`src/rtl/xor_frame_checksum_pkg.sv`:
```
// Shared types and helpers for the streaming XOR frame checksum engine.
package xor_pkg;

  typedef enum logic [1:0] {
    IDLE = 2'd0,
    ACC  = 2'd1,
    HOLD = 2'd2
  } state_t;

  // Widest word xor_reduce accepts; narrower words are zero-extended, which
  // leaves the reduction unchanged.
  localparam int XOR_MAX_W = 64;

  function automatic logic xor_reduce(input logic [XOR_MAX_W-1:0] v);
    logic r;
    r = 1'b0;
    for (int i = 0; i < XOR_MAX_W; i++) r = r ^ v[i];
    return r;
  endfunction

endpackage

```
`src/rtl/xor_frame_checksum_if.sv`:
```
// Input beat stream and result handshake of the XOR frame checksum engine.
interface xor_frame_checksum_if #(
  parameter int WIDTH = 8,
  parameter int LEN_W = 8
);
  logic             s_valid;
  logic             s_ready;
  logic [WIDTH-1:0] s_data;
  logic             s_last;
  logic             m_valid;
  logic             m_ready;
  logic [WIDTH-1:0] m_sum;
  logic             m_parity;
  logic [LEN_W-1:0] m_count;
  logic             m_ovf;

  modport slave (
    input  s_valid, s_data, s_last, m_ready,
    output s_ready, m_valid, m_sum, m_parity, m_count, m_ovf
  );

  modport master (
    output s_valid, s_data, s_last, m_ready,
    input  s_ready, m_valid, m_sum, m_parity, m_count, m_ovf
  );
endinterface

```
`src/rtl/xor_frame_checksum_sat_counter.sv`:
```
// Saturating beat counter with clear, load-1, increment and sticky overflow.
module xor_sat_counter #(
  parameter int LEN_W = 8
) (
  input  logic             clk,
  input  logic             rst_n,
  input  logic             clr,
  input  logic             ld1,
  input  logic             inc,
  output logic [LEN_W-1:0] cnt,
  output logic             ovf,
  output logic [LEN_W-1:0] inc_cnt,
  output logic             inc_ovf
);
  logic at_max;

  // inc_cnt/inc_ovf preview the post-increment value so the last beat of a
  // frame can be reported without waiting for the register update.
  assign at_max  = &cnt;
  assign inc_cnt = at_max ? cnt : cnt + LEN_W'(1);
  assign inc_ovf = ovf | at_max;

  always_ff @(posedge clk) begin
    if (!rst_n || clr) begin
      cnt <= '0;
      ovf <= 1'b0;
    end else if (ld1) begin
      cnt <= LEN_W'(1);
      ovf <= 1'b0;
    end else if (inc) begin
      cnt <= inc_cnt;
      ovf <= inc_ovf;
    end
  end
endmodule

```
`src/rtl/xor_frame_checksum.sv`:
```
// Streaming XOR checksum: accumulates a frame of words, reports sum/parity/count.
module xor_frame_checksum
  import xor_pkg::*;
#(
  parameter int WIDTH = 8,
  parameter int LEN_W = 8
) (
  input logic                 clk,
  input logic                 rst_n,
  xor_frame_checksum_if.slave bus
);
  state_t           state, state_nxt;
  logic             accept, ready, busy;
  logic             cnt_clr, cnt_ld1, cnt_inc;
  logic [WIDTH-1:0] acc, acc_nxt;
  logic [WIDTH-1:0] sum_q;
  logic             par_q, ovf_q;
  logic [LEN_W-1:0] count_q;
  logic [LEN_W-1:0] cnt, inc_cnt;
  logic             ovf, inc_ovf;

  assign accept  = bus.s_valid && ready;
  assign acc_nxt = (state == IDLE) ? bus.s_data : (acc ^ bus.s_data);

  always_ff @(posedge clk) begin
    if (!rst_n) state <= IDLE;
    else        state <= state_nxt;
  end

  always_comb begin
    state_nxt = state;
    case (state)
      IDLE:    if (accept) state_nxt = bus.s_last ? HOLD : ACC;
      ACC:     if (accept && bus.s_last) state_nxt = HOLD;
      HOLD:    if (bus.m_ready) state_nxt = IDLE;
      default: state_nxt = IDLE;
    endcase
  end

  // s_ready depends on state only, so a held result always costs one gap cycle.
  always_comb begin
    ready   = (state != HOLD);
    busy    = (state == HOLD);
    cnt_clr = accept && bus.s_last;
    cnt_ld1 = accept && !bus.s_last && (state == IDLE);
    cnt_inc = accept && !bus.s_last && (state == ACC);
  end

  xor_sat_counter #(.LEN_W(LEN_W)) u_cnt (
    .clk     (clk),
    .rst_n   (rst_n),
    .clr     (cnt_clr),
    .ld1     (cnt_ld1),
    .inc     (cnt_inc),
    .cnt     (cnt),
    .ovf     (ovf),
    .inc_cnt (inc_cnt),
    .inc_ovf (inc_ovf)
  );

  always_ff @(posedge clk) begin
    if (!rst_n) begin
      acc     <= '0;
      sum_q   <= '0;
      par_q   <= 1'b0;
      count_q <= '0;
      ovf_q   <= 1'b0;
    end else if (accept) begin
      if (bus.s_last) begin
        sum_q   <= acc_nxt;
        par_q   <= xor_reduce(XOR_MAX_W'(acc_nxt));
        count_q <= (state == IDLE) ? LEN_W'(1) : inc_cnt;
        ovf_q   <= (state == IDLE) ? 1'b0 : inc_ovf;
      end else begin
        acc <= acc_nxt;
      end
    end
  end

  assign bus.s_ready  = ready;
  assign bus.m_valid  = busy;
  assign bus.m_sum    = sum_q;
  assign bus.m_parity = par_q;
  assign bus.m_count  = count_q;
  assign bus.m_ovf    = ovf_q;

  logic unused_ok;
  assign unused_ok = ^{cnt, ovf};
endmodule

```
`src/flat_wrapper.sv`:
```
// flat-port wrapper written by rule: the top's interface ports become plain ports
module xor_frame_checksum_flat import xor_pkg::*;
#(
  parameter int WIDTH = 8,
  parameter int LEN_W = 8
)
  (clk, rst_n, bus_s_valid, bus_s_data, bus_s_last, bus_m_ready, bus_s_ready, bus_m_valid, bus_m_sum, bus_m_parity, bus_m_count, bus_m_ovf);
  xor_frame_checksum_if #(.WIDTH(WIDTH), .LEN_W(LEN_W)) bus_i ();
  input logic clk;
  input logic rst_n;
  input wire logic [$bits(bus_i.s_valid)-1:0] bus_s_valid;
  input wire logic [$bits(bus_i.s_data)-1:0] bus_s_data;
  input wire logic [$bits(bus_i.s_last)-1:0] bus_s_last;
  input wire logic [$bits(bus_i.m_ready)-1:0] bus_m_ready;
  output wire logic [$bits(bus_i.s_ready)-1:0] bus_s_ready;
  output wire logic [$bits(bus_i.m_valid)-1:0] bus_m_valid;
  output wire logic [$bits(bus_i.m_sum)-1:0] bus_m_sum;
  output wire logic [$bits(bus_i.m_parity)-1:0] bus_m_parity;
  output wire logic [$bits(bus_i.m_count)-1:0] bus_m_count;
  output wire logic [$bits(bus_i.m_ovf)-1:0] bus_m_ovf;
  assign bus_i.s_valid = bus_s_valid;
  assign bus_i.s_data = bus_s_data;
  assign bus_i.s_last = bus_s_last;
  assign bus_i.m_ready = bus_m_ready;
  assign bus_s_ready = bus_i.s_ready;
  assign bus_m_valid = bus_i.m_valid;
  assign bus_m_sum = bus_i.m_sum;
  assign bus_m_parity = bus_i.m_parity;
  assign bus_m_count = bus_i.m_count;
  assign bus_m_ovf = bus_i.m_ovf;
  xor_frame_checksum #(.WIDTH(WIDTH), .LEN_W(LEN_W)) u_core (.clk(clk), .rst_n(rst_n), .bus(bus_i));
endmodule
```
`config.mk`:
```
export PLATFORM = sky130hd
export DESIGN_NAME = xor_frame_checksum_flat
export DESIGN_NICKNAME = d
export VERILOG_FILES = /design/src/rtl/xor_frame_checksum_pkg.sv /design/src/rtl/xor_frame_checksum_if.sv /design/src/rtl/xor_frame_checksum_sat_counter.sv /design/src/rtl/xor_frame_checksum.sv /design/src/flat_wrapper.sv
export SDC_FILE = /design/constraint.sdc
export NUM_CORES = 1
export LEC_CHECK = 0
export BUFFER_PORTS_ARGS = -buffer_cell sky130_fd_sc_hd__buf_2
export CORE_MARGIN = 2
export CORE_UTILIZATION = 25
export DETAILED_ROUTE_END_ITERATION = 12
export GPL_ROUTABILITY_DRIVEN = 0
export GPL_TIMING_DRIVEN = 0
export PLACE_DENSITY_LB_ADDON = 0.08
export SETUP_SLACK_MARGIN = 0.15
export SLEW_MARGIN = 10
export SYNTH_ARGS = -nofsm -noshare
export SYNTH_HDL_FRONTEND = slang
export SYNTH_SLANG_ARGS = --single-unit
```
`constraint.sdc`:
```
create_clock -name clk -period 4.55 [get_ports clk]
set_input_delay 1.1375 -clock clk [delete_from_list [all_inputs] [get_ports clk]]
set_output_delay 1.1375 -clock clk [all_outputs]
set_load 0.02 [all_outputs]
```
# Yosys cells after proc, flatten, opt, wreduce, memory -nomap -nowiden
# Cells that the tools add are included.
# word_totals
output_inout_bits,20
word_cells,52
latch_bits,0
input_bits,13
ramBits,0
mem_count,0
rom_bits,0
register_bits,37
# classes
n_mul,0
bitwise_logic,10
n_shift,0
mux,11
n_addsub,1
n_div,0
eq_ne,6
magnitude_cmp,0
reduce_logical,15
# op_table
cell,n
8-bit 2-to-1 mux,3
"8-bit by 1-bit adder with 8-bit output, second input constant",1
2-bit 2-to-1 mux,4
8-bit AND reduction,1
8-bit XOR,1
1-bit XOR,7
"2-bit inequality test, second input constant",3
2-bit case mux with 3 select lines,1
1-bit logical AND,5
2-bit AND reduction,2
1-bit 2-to-1 mux,3
3-bit AND reduction,1
"2-bit by 1-bit == test with 1-bit output, second input constant",1
"2-bit == test, second input constant",1
1-bit logical NOT,2
2-bit logical NOT,1
"2-bit by 1-bit inequality test with 1-bit output, second input constant",1
2-bit nonzero test,1
2-bit OR reduction,1
1-bit logical OR,1
1-bit inverter,1
1-bit bitwise OR,1

# Depth between registers and ports, before layout
# depth
depth_word,9
mapped_depth,8
ltp_nobuf,6

# Hierarchy
# A second synthesis with hierarchy kept.
# hier_totals
cells_unflattened,255
hier_area_um2,2099.5
# modules_own_cells
mod,seq_area_each_um2,cells_each,area_each_um2,instances
xor_frame_checksum,560.5,171,1425.1,1
xor_sat_counter,180.2,84,674.4,1

# Worst setup path before layout
# OpenSTA, ideal clock, no wires.
# synth_path
path_kind,input port to flip-flop
startpoint,input port bus_s_last
endpoint,register u_core.u_cnt.cnt[7]
path_stages,6
slack_ns,2.373
t_arrival_ns,2.045
path_cell_list,and4bb_1 -> buf_4 -> and4_4 -> nand3_1 -> a21oi_1 -> a211oi_2
# synth_between
elab_chain_cells,4
# synth_rtl
element,line,rtl
"start, declared",flat_wrapper.sv:13,input wire logic [$bits(bus_i.s_last)-1:0] bus_s_last;
1-bit logical NOT,"xor_frame_checksum.sv:45, xor_frame_checksum.sv:46",
1-bit logical AND,"xor_frame_checksum.sv:45, xor_frame_checksum.sv:46",
1-bit logical AND,xor_frame_checksum.sv:45,cnt_ld1 = accept && !bus.s_last && (state == IDLE);
2-bit OR reduction (no source line),n/a,
"end signal, assigned",xor_frame_checksum_sat_counter.sv:31,cnt <= inc_cnt;
"end, declared",xor_frame_checksum_sat_counter.sv:10,"output logic [LEN_W-1:0] cnt,"
# Parallel ways exist; a longest one is shown, timed or not.
# A chain may end at the register's enable or synchronous reset.

# Final worst setup path
# layout_path
startpoint,register u_core.state[0]
endpoint,output port bus_m_valid
# layout_between
elab_chain_cells,1
# layout_rtl
element,line,rtl
"start, declared",xor_frame_checksum.sv:12,"state_t state, state_nxt;"
"start signal, assigned",xor_frame_checksum.sv:27,else state <= state_nxt;
2-bit == test,xor_frame_checksum.sv:43,busy = (state == HOLD);
"end, declared",flat_wrapper.sv:16,output wire logic [$bits(bus_i.m_valid)-1:0] bus_m_valid;
# Every way passes these cells.

==> impl_metrics.yaml <==
logic_synthesis:
  synth.avg_cell_area_um2: 8.117
  synthArstFlopShare_pct: 0
  synth_seq_area_share_pct: 39.34
  ys_ff_latch: 37
  synth_ff_type: "dfxtp_1"
  synth_cell_type_count: 37
  synth_edf_count: 0
  synth_fp_nets: 246
  synth_top_area_share_pct: 39.34
  synth.area.top_cells: "dfxtp_1, nand2_1, o21ai_0, xnor2_1, xor2_1"
  synthCells: 232
  yosysWarnings: 0
  yosysTopAreaCell: "dfxtp_1"
  synth_area_um2: 1883
power:
  p_clk_share_pct: 33.0
  power_uw: 696.0
  power_frac_comb_pct: 16.8
  p_int_uw: 491.0
  vdd_ir_drop_max_mv: 0.1074
  p_per_area_nw_per_um2: 309.4
  power_frac_seq_pct: 50.2
  p_sw_share_pct: 29.46
  p_leak_uw: 0.0008580
  switchingPower_uw: 205.1
timing:
  setup_tns_ps: 0
  timing.final.crit_share_pct: 50.77
  setup_viol: 0
  max_freq_mhz: 432.9
  worst_slew_pin_slew_ps: 742.4
  finalMaxSlewViolations: 0
  hold_violations: 0
  skew_ps: 2.789
  rsz0062_at_grt: "no"
  period_minus_slack_ps: 2310
  slew_headroom_pct: 50.32
critical_path:
  startpoint_type: "flop"
  reg2reg_slack_ps: 2640
  end_kind: "output pin"
  crit_arrival_ps: 1170
  cp_data_required_time_ps: 3410
  critical_path_class: "reg2out"
  startpoint: "u_core.state[0]$_SDFFE_PN0P_"
  r2r-start: "u_core.u_cnt.cnt[0]$_SDFFE_PP0P_"
  critical_path.max_fanout: 7
global_routing:
  grt_pass1_wl_um: 7879
  grt_util_all_layers_pct: 11.96
  grt-ovfl-total: 0
  grt_pass1_vias: 1516
  antenna_found_initial: 0
  grt_max_degree: 12
die:
  die_h_um: 90.79
  io_pins: 33
  dieArea_um2: 8243
  dieWidth_um: 90.79
  std_cell_rows: 31
  core-area_um2: 7292
  initial_core_util_pct: 25.82
clocking:
  htreeDepth: 2
  clk_latency_ps: 290
  cts_buffers: 5
  cts_tree: "done"
  cts_buffer_depth: 2
  post-cts-setup-buffer-count: 0
  cts_resized: 0
  clock_sinks: 37
  root_buffer: "clkbuf_8"
  hold_buffers: 0
  clkSlewWorstSetupHoldPaths_ps: 80
min_path:
  hp-class: "reg2reg"
  min-delay-start: "u_core.bus.m_count[2]$_SDFFE_PN0P_"
cells_and_area:
  finalNetCount: 285
  instances_no_fill: 371
  final_util_pct: 30.85
  diodes: 0
  stdcell_area_um2: 2250
  drive_gt1_share_pct: 19.49
  syn_to_final_growth_pct: 19.47
drt:
  wirelength_um: 4672
  drtPass1Iterations: 4
  vias_per_cell: 4.375
  route.detailed.drc: 0
  drt_iter0_drc: 63
  drt.antenna.violating_nets: 0
  vias: 1623
  wl_per_cell_um: 12.59
placed_design:
  io_buffers: 32
  placed_area_um2: 2167
  hpwl_um: 3349
  dp.cells: 363
job:
  maxCapViolations: 0
outcome:
  status: "complete, no violations"
[metrics by stage]
step           setup slack (ps)  hold slack [ps]
4_1_cts                    2243            451.5
6_report                   2240            444.5
5_1_grt                    2136            461.6
2_1_floorplan              2373            437.4
3_3_place_gp               2118            432.0
3_5_place_dp               2116            437.9
[final cells by class]
class / count / area (µm²)
clock buffers: 6 / 72.57
inverters: 2 / 7.507
repair buffers: 32 / 160.2
plain buffers: 10 / 50.05
multi-input cells: 183 / 1085
fillers: 842 / 5042
well taps: 99 / 123.9
flip-flops and latches: 37 / 740.7
clock inverters: 2 / 10.01
[layout by cell type (no fill, tap or decap), drive strengths merged, types with 2 or more instances in the layout]
cell,instances
nand2,45
dfxtp,37
buf,37
o21ai,36
xnor2,15
xor2,13
nor2b,11
nor2,11
clkbuf,11
nand3,9
a22oi,8
and3,7
a21oi,6
nand2b,3
mux2i,3
nor3,2
clkinv,2
inv,2
[state kept, by name, summed over array words and instances (netlist names)]
name	cells
u_core.bus.m_ovf	1
u_core.bus.m_count	8
u_core.bus.m_parity	1
u_core.u_cnt.cnt	8
u_core.acc	8
u_core.u_cnt.ovf	1
u_core.bus.m_sum	8
u_core.state	2
[cells in the mapped netlist (2+ instances only)]
library cell and number:
xor2_1 13, o21ai_1 6, and3_1 7, nand3_1 8, clkbuf_1 4, nand2b_1 3, o21ai_0 29, buf_2 3
a22oi_1 8, buf_4 2, a21oi_1 6, nor2_1 11, nor3_2 2, dfxtp_1 37, mux2i_1 3, nor2b_1 11
xnor2_1 15, nand2_1 45
[metal layers]
| metal | vias to the layer above | GRT usage [%] | routed length (µm) |
|---|---|---|---|
| li1 | 868 | - | - |
| met5 | - | 0 | 0 |
| met2 | 32 | 16.67 | 1872 |
| met4 | 0 | 3.788 | 73 |
| met3 | 5 | 3.005 | 179 |
| met1 | 718 | 17.82 | 2547 |
[cells by family (layout without fill, tap and decap cells)]
| kind of cell | after synthesis | in the layout | synth area share [%] |
|---|---|---|---|
| simple gates | 95 | 95 | 25.12 |
| compound gates | 56 | 56 | 17.21 |
| flops | 37 | 37 | 39.34 |
| xor+xnor | 28 | 28 | 13.02 |
| buf+inv | 12 | 52 | 3.055 |
| mux | 3 | 3 | 1.595 |
| fa+ha+maj | 1 | 1 | 0.6643 |
[power by group through the flow]
stage	Clock, µW	Combinational [µW]	Sequential [µW]
after floorplan	0	74.3	362
after global placement	0	119	357
after detailed placement	0	120	357
after CTS	242	120	350
after global routing	250	132	352
final	229	117	349
[worst paths after layout]
check / cells after the start / to
setup reg to reg: 7 / u_core.u_cnt.cnt[2]$_SDFFE_PP0P_
setup / recovery: 3 / bus_m_valid
hold / removal: 2 / u_core.bus.m_count[2]$_SDFFE_PN0P_
hold reg to reg: 2 / u_core.bus.m_count[2]$_SDFFE_PN0P_
[critical path, stage by stage, from the launching register on]
cell and delay [ps]:
dfxtp_1 430, nand2b_1 220, inv_2 70, buf_2 160
Power figures use the tool's default switching activity.
